[src/rtl/cpu_defs.sv]
// Shared CPU definitions: next-PC source select encodings, fetch FSM states and
// the branch offset helper. Also imported by the instruction decoder, so the
// pcSrc encoding lives here rather than in the fetch stage.
package cpu_defs;

   // Next-PC source, driven by the decoder alongside advance.
   typedef enum logic [1:0] {
      PC_PLUS4  = 2'd0,
      PC_REG    = 2'd1,
      PC_JUMP   = 2'd2,
      PC_BRANCH = 2'd3
   } pc_src_t;

   typedef enum logic [1:0] {
      ST_REQ   = 2'd0,
      ST_HOLD  = 2'd1,
      ST_FAULT = 2'd2
   } fetch_state_t;

   // Word offset to byte offset, sign-extended to 32 bits.
   function automatic logic [31:0] branch_offset(input logic [15:0] imm);
      return {{14{imm[15]}}, imm, 2'b00};
   endfunction

endpackage

[src/rtl/instruction_fetch_if.sv]
// Fetch stage bus bundle: instruction-memory req/ack side plus decoder side.
// Ports: imemAddr/imemReq/imemAck/imemData (memory), instruction/instrValid/pc/
// pcPlus4/advance/pcSrc/regRs/imm (decoder), fault/retired (status).
interface instruction_fetch_if;
   import cpu_defs::*;

   logic [31:0] imemAddr;
   logic        imemReq;
   logic        imemAck;
   logic [31:0] imemData;
   logic [31:0] instruction;
   logic        instrValid;
   logic [31:0] pc;
   logic [31:0] pcPlus4;
   logic        advance;
   pc_src_t     pcSrc;
   logic [31:0] regRs;
   logic [15:0] imm;
   logic        fault;
   logic [31:0] retired;

   // Fetch stage side.
   modport master (
      output imemAddr, imemReq, instruction, instrValid, pc, pcPlus4, fault, retired,
      input  imemAck, imemData, advance, pcSrc, regRs, imm
   );

   // Memory / decoder / environment side.
   modport slave (
      input  imemAddr, imemReq, instruction, instrValid, pc, pcPlus4, fault, retired,
      output imemAck, imemData, advance, pcSrc, regRs, imm
   );

endinterface

[src/rtl/next_pc_calc.sv]
// Next program counter selection: pc+4, register indirect, jump absolute, branch.
// Latency: purely combinational.
// Ports: pc, pcSrc, regRs, imm, instrIndex (instruction[25:0]) in; nextPC, misaligned out.
module next_pc_calc
   import cpu_defs::*;
(
   input  logic [31:0] pc,
   input  pc_src_t     pcSrc,
   input  logic [31:0] regRs,
   input  logic [15:0] imm,
   input  logic [25:0] instrIndex,
   output logic [31:0] nextPC,
   output logic        misaligned
);

   logic [31:0] pc_plus4;

   assign pc_plus4 = pc + 32'd4;

   always_comb begin
      nextPC = pc_plus4;
      case (pcSrc)
         PC_PLUS4:  nextPC = pc_plus4;
         PC_REG:    nextPC = regRs;
         PC_JUMP:   nextPC = {pc_plus4[31:28], instrIndex, 2'b00};
         PC_BRANCH: nextPC = pc_plus4 + branch_offset(imm);
         default:   nextPC = pc_plus4;
      endcase
   end

   // Only a register-indirect target can actually be unaligned, but checking
   // the selected value keeps this independent of the source.
   assign misaligned = |nextPC[1:0];

endmodule

[src/rtl/instruction_fetch.sv]
// Fetch stage: holds pc, fetches one word per instruction over req/ack, hands it to the decoder.
// Latency: instruction/instrValid update the cycle after imemAck; pc updates the cycle after advance.
// Backpressure: waits in HOLD until advance; a fetch with no ack for TIMEOUT_CYCLES cycles faults.
// Ports: clk, reset (async, active high), bus (instruction_fetch_if.master).
module instruction_fetch
   import cpu_defs::*;
#(
   parameter logic [31:0] RESET_PC       = 32'h0000_0000,
   parameter int unsigned TIMEOUT_CYCLES = 16
) (
   input logic                 clk,
   input logic                 reset,
   instruction_fetch_if.master bus
);

   // Last REQ wait count before giving up on the memory.
   localparam logic [15:0] LAST_WAIT = 16'(TIMEOUT_CYCLES - 1);

   fetch_state_t state, state_nxt;
   logic [31:0]  pc_q, pc_nxt;
   logic [31:0]  instr_q, instr_nxt;
   logic [31:0]  retired_q, retired_nxt;
   logic         valid_q, valid_nxt;
   logic [15:0]  wait_q, wait_nxt;
   logic         imem_req;
   logic [31:0]  next_pc;
   logic         misaligned;

   next_pc_calc u_next_pc (
      .pc         (pc_q),
      .pcSrc      (bus.pcSrc),
      .regRs      (bus.regRs),
      .imm        (bus.imm),
      .instrIndex (instr_q[25:0]),
      .nextPC     (next_pc),
      .misaligned (misaligned)
   );

   always_ff @(posedge clk or posedge reset) begin
      if (reset) begin
         state     <= ST_REQ;
         pc_q      <= RESET_PC;
         instr_q   <= 32'd0;
         valid_q   <= 1'b0;
         retired_q <= 32'd0;
         wait_q    <= 16'd0;
      end else begin
         state     <= state_nxt;
         pc_q      <= pc_nxt;
         instr_q   <= instr_nxt;
         valid_q   <= valid_nxt;
         retired_q <= retired_nxt;
         wait_q    <= wait_nxt;
      end
   end

   always_comb begin
      state_nxt   = state;
      pc_nxt      = pc_q;
      instr_nxt   = instr_q;
      valid_nxt   = valid_q;
      retired_nxt = retired_q;
      wait_nxt    = wait_q;
      imem_req    = 1'b0;
      case (state)
         ST_REQ: begin
            // advance is deliberately not looked at here: nothing has been
            // handed to the decoder yet, so there is nothing to retire.
            imem_req = 1'b1;
            if (bus.imemAck) begin
               instr_nxt = bus.imemData;
               valid_nxt = 1'b1;
               wait_nxt  = 16'd0;
               state_nxt = ST_HOLD;
            end else if (wait_q == LAST_WAIT) begin
               state_nxt = ST_FAULT;
            end else begin
               wait_nxt = wait_q + 16'd1;
            end
         end
         ST_HOLD: begin
            if (bus.advance) begin
               pc_nxt      = next_pc;
               retired_nxt = retired_q + 32'd1;
               valid_nxt   = 1'b0;
               wait_nxt    = 16'd0;
               // pc still takes the bad target so it is visible for debug.
               state_nxt   = misaligned ? ST_FAULT : ST_REQ;
            end
         end
         ST_FAULT: begin
            valid_nxt = 1'b0;
         end
         default: begin
            state_nxt = ST_FAULT;
            valid_nxt = 1'b0;
         end
      endcase
   end

   assign bus.imemReq     = imem_req;
   assign bus.imemAddr    = pc_q;
   assign bus.pc          = pc_q;
   assign bus.pcPlus4     = pc_q + 32'd4;
   assign bus.instruction = instr_q;
   assign bus.instrValid  = valid_q;
   assign bus.retired     = retired_q;
   assign bus.fault       = (state == ST_FAULT);

endmodule

[src/flat_wrapper.sv]
// flat-port wrapper written by rule: the top's interface ports become plain ports
module instruction_fetch_flat import cpu_defs::*;
#(
   parameter logic [31:0] RESET_PC       = 32'h0000_0000,
   parameter int unsigned TIMEOUT_CYCLES = 16
)
  (clk, reset, bus_imemAddr, bus_imemReq, bus_instruction, bus_instrValid, bus_pc, bus_pcPlus4, bus_fault, bus_retired, bus_imemAck, bus_imemData, bus_advance, bus_pcSrc, bus_regRs, bus_imm);
  instruction_fetch_if bus_i ();
  input logic clk;
  input logic reset;
  output wire logic [$bits(bus_i.imemAddr)-1:0] bus_imemAddr;
  output wire logic [$bits(bus_i.imemReq)-1:0] bus_imemReq;
  output wire logic [$bits(bus_i.instruction)-1:0] bus_instruction;
  output wire logic [$bits(bus_i.instrValid)-1:0] bus_instrValid;
  output wire logic [$bits(bus_i.pc)-1:0] bus_pc;
  output wire logic [$bits(bus_i.pcPlus4)-1:0] bus_pcPlus4;
  output wire logic [$bits(bus_i.fault)-1:0] bus_fault;
  output wire logic [$bits(bus_i.retired)-1:0] bus_retired;
  input wire logic [$bits(bus_i.imemAck)-1:0] bus_imemAck;
  input wire logic [$bits(bus_i.imemData)-1:0] bus_imemData;
  input wire logic [$bits(bus_i.advance)-1:0] bus_advance;
  input wire logic [$bits(bus_i.pcSrc)-1:0] bus_pcSrc;
  input wire logic [$bits(bus_i.regRs)-1:0] bus_regRs;
  input wire logic [$bits(bus_i.imm)-1:0] bus_imm;
  assign bus_imemAddr = bus_i.imemAddr;
  assign bus_imemReq = bus_i.imemReq;
  assign bus_instruction = bus_i.instruction;
  assign bus_instrValid = bus_i.instrValid;
  assign bus_pc = bus_i.pc;
  assign bus_pcPlus4 = bus_i.pcPlus4;
  assign bus_fault = bus_i.fault;
  assign bus_retired = bus_i.retired;
  assign bus_i.imemAck = bus_imemAck;
  assign bus_i.imemData = bus_imemData;
  assign bus_i.advance = bus_advance;
  assign bus_i.pcSrc = bus_pcSrc;
  assign bus_i.regRs = bus_regRs;
  assign bus_i.imm = bus_imm;
  instruction_fetch #(.RESET_PC(RESET_PC), .TIMEOUT_CYCLES(TIMEOUT_CYCLES)) u_core (.clk(clk), .reset(reset), .bus(bus_i));
endmodule
[config.mk]
export PLATFORM = sky130hd
export DESIGN_NAME = instruction_fetch_flat
export DESIGN_NICKNAME = d
export VERILOG_FILES = /design/src/rtl/cpu_defs.sv /design/src/rtl/instruction_fetch_if.sv /design/src/rtl/next_pc_calc.sv /design/src/rtl/instruction_fetch.sv /design/src/flat_wrapper.sv
export SDC_FILE = /design/constraint.sdc
export NUM_CORES = 1
export LEC_CHECK = 0
export ABC_CLOCK_PERIOD_IN_PS = 6400
export CORE_ASPECT_RATIO = 0.7
export CORE_MARGIN = 3
export CORE_UTILIZATION = 35
export CTS_CLUSTER_DIAMETER = 80
export DETAILED_ROUTE_END_ITERATION = 6
export HOLD_SLACK_MARGIN = 0.1
export MAX_ROUTING_LAYER = met4
export PLACE_DENSITY_LB_ADDON = 0.15
export SLEW_MARGIN = 20
export SYNTH_ARGS = -nofsm -noshare
export SYNTH_HDL_FRONTEND = slang
export SYNTH_SLANG_ARGS = --single-unit
[constraint.sdc]
create_clock -name clk -period 6.4 [get_ports clk]
set_input_delay 0.96 -clock clk [delete_from_list [all_inputs] [get_ports clk]]
set_output_delay 0.96 -clock clk [all_outputs]
set_load 0.05 [all_outputs]
==> results.md <==
* Status: complete, no violations
* Vias at 7504
* Internal power at ~3000 µW
* Net Count, Synth at 1002
* Die span in y at about 130 µm
* Routed wire per std cell at 21.0 µm
* Worst EP required at 5.44 ns
* Synth Area per Inst at ~9.2 µm²
* Final min period at between 4 and 5 ns
* DRC Markers at 0
* Vias/cell at roughly 5.4
* RSZ-0062 raised after global routing: no
* Seq pwr share at around a fifth
* Synthesized area at 8110 µm²
* Largest net degree at the start of global routing at 50
* Core area at roughly 22000 µm²
* Antenna Violating Nets Remaining at 0
* Diodes inserted at 0
* Setup violators final at 0
* Commonest non-fill, non-tap cell in the layout: clkdlybuf4s50_1
* GRT Overall Usage at 24.1%
* Antenna violations before repair at 0
* Critical path class: register to output pin
* Synthesis Warnings at 0
* Hold_buf cts at 0
* Fin crit share at 74.1%
* Sw Share at 52.3%
* Worst vdd rail ir drop at 316 µV
* #FFs+latches synth at 115
* Post-synth EDFFs at 0
* Drt pass-1 iters at 5
* CTS root buffer: clkbuf_16
* Area Overhead vs Synth at 38.8%
* Worst slew pin tran at approximately 1 ns
* Final GP Congestion at between 0.9 and 1
* Initial Util at 36.5%
* Port bufs at 248
* Worst Path Max Fanout at 9
* NetSw at around 3300 µW
* Reg clk slew, reported paths at 0.06 ns
* Post-CTS sizing at 0
* Slew HR at 33.7%
* Clock power frac at between 10% and 20%
* Fin util at about half
* Crit end category: output pin
* Total power at roughly 6300 µW
* Top-area cell type share of the netlist area at 35.5%
* WP data arrival at about 3.8 ns
* Setup TNS at 0 ns
* Fill cell count at 2094
* Most frequent cells in the layout: clkdlybuf4s50_1 (246), dfrtp_1 (115), nand2_1 (96), nor2_1 (55)
* FFs w/ async S/R, synth at 100%
* Share of layout cells above drive strength 1 at 10.0%
* Max-Cap Viols at 0
* Initial DRC count at 546
* CTS max path bufs at 2
* Setup Buffers After CTS at 0
* Setup Skew at roughly 0.013 ns
* Fmax at 211 MHz
* Synth Instances at 877
* Vias in the first global route at 7271
* Unique masters post-synth at 72
* Num CTS Buffers at 17
* Clock latency at the later pin of the worst-skew pair at 0.43 ns
* Die Width at 188 µm
* Synth top area cells: dfrtp_1 (35%), mux2_2 (6.0%), ha_1 (5.9%), xnor2_1 (5.4%), nand2_1 (4.4%)
* Slew Limit Fails at 0
* H-tree depth at 4
* FP Rows at 45
* Num ports at 249
* Seq/Total Area, Yosys at between 30% and 40%
* Final Hold Fails at 0
* Top_reg_cell synth: dfrtp_1
* Detailed placer's ending HPWL at about 22000 µm
* P_leak at around 0.0047 µW
* WL final at 29400 µm
* First-pass GRT wire length at 45200 µm
* Worst hold-check path type: register to register
* Die area at 25100 µm²
* Power per cell area at approximately 560 nW/µm²
* Critical Path Source Type: register
* Fin nets at 1208
* Total grt overflow at 0
* Part of the power in combinational logic at 63.4%
* CTS tree: built
* Biggest area consumer among synthesized cells: dfrtp_1
* Clock Sinks at 115
cell usage after synthesis, drive strengths merged, types with 3 or more instances:
cell type  count
a21oi         50
a21o          18
xnor2         50
mux2i          4
a211oi         5
and3          21
nor3          17
or3            9
a22o           3
o311ai         3
a221oi         4
and4           5
o21a           4
nor2b         13
mux4          11
nor4           6
o31ai          3
nand2b         9
nand2         96
nand3         33
and2          11
nor3b          5
o22ai         11
buf           46
ha            38
dfrtp        115
nand4         21
xor2          40
a31oi          8
nor2          56
inv           15
o21ai         45
clkbuf        22
mux2          43
worst paths after layout:
kind	startpoint	end	slack, ns	cells after the start
max	u_core.bus.imemAddr[8]$_DFFE_PP0P_	bus_pcPlus4[30]	1.66	7
min	u_core.bus.retired[31]$_DFFE_PP0P_	u_core.bus.retired[31]$_DFFE_PP0P_	0.47	1
max reg2reg	u_core.bus.imemAddr[8]$_DFFE_PP0P_	u_core.bus.imemAddr[31]$_DFFE_PP0P_	1.99	14
min reg2reg	u_core.bus.retired[31]$_DFFE_PP0P_	u_core.bus.retired[31]$_DFFE_PP0P_	0.47	1
max in group asynchronous	reset	u_core.bus.instruction[0]$_DFFE_PP0P_	4.34	3
min in group asynchronous	reset	u_core.bus.instruction[26]$_DFFE_PP0P_	0.97	2
through the flow:
step | cells | area, µm² | hold WS, ns | setup WS (ns)
floorplan | 877 | 8110 | 0.498 | 1.61
global placement | 1369 | 10600 | 0.458 | 1.96
detailed placement | 1369 | 10600 | 0.466 | 1.94
CTS | 1401 | 11300 | 0.474 | 1.66
global route | 1401 | 11300 | 0.514 | 1.48
finish | 1401 | 11300 | 0.471 | 1.66
final cells by class:
cell class | count | area, µm² | area share [%]
Multi-Input combinational cell | 679 | 4790 | 42.5
Tap cell | 305 | 382 | 3.39
Clock buffer | 21 | 480 | 4.27
Sequential cell | 115 | 2880 | 25.6
Inverter | 15 | 58.8 | 0.522
Timing Repair Buffer | 255 | 2520 | 22.4
Clock inverter | 11 | 149 | 1.32
cells by family (layout without fill, tap and decap cells):
| logic type | Yosys count | in the layout | share of synthesized area [%] |
|---|---|---|---|
| simple gates | 313 | 313 | 19.5 |
| buf+inv | 83 | 302 | 5.51 |
| compound gates | 179 | 179 | 14.2 |
| mux | 58 | 58 | 9.52 |
| xor+xnor | 90 | 90 | 9.72 |
| fa+ha+maj | 39 | 39 | 6.11 |
| flops | 115 | 115 | 35.5 |
worst max-delay path, stage by stage (launching register included):
cell and delay, ns:
dfrtp_1 0.49, nand4_1 0.21, or2_2 0.40, nor3b_2 0.44, and2_1 0.26, and3_1 0.23, xor2_1 0.40, clkdlybuf4s50_1 0.90
sequential cells by signal, summed over array words and instances (netlist names):
name	cells
u_core.bus.imemAddr	32
u_core.bus.instrValid	1
u_core.bus.retired	32
u_core.wait_q	16
u_core.bus.instruction	32
u_core.state	2
metal layers:
metal  track usage [%]  wire length, µm  up-vias
met5                 -                0        -
met4              5.21              422        0
met3              5.65             1950       37
met2              32.7            12000      271
met1              36.2            15000     3635
li1                  -                -     3561
power by group through the flow:
stage,clock network [µW],registers (µW),logic [µW]
4_1_cts,1050,1270,3980
3_5_place_dp,0,1270,3960
6_report,1040,1270,3990
2_1_floorplan,0,1880,2120
3_3_place_gp,0,1260,3990
5_1_grt,1090,1310,4190
(Power assumes the default switching activity.)
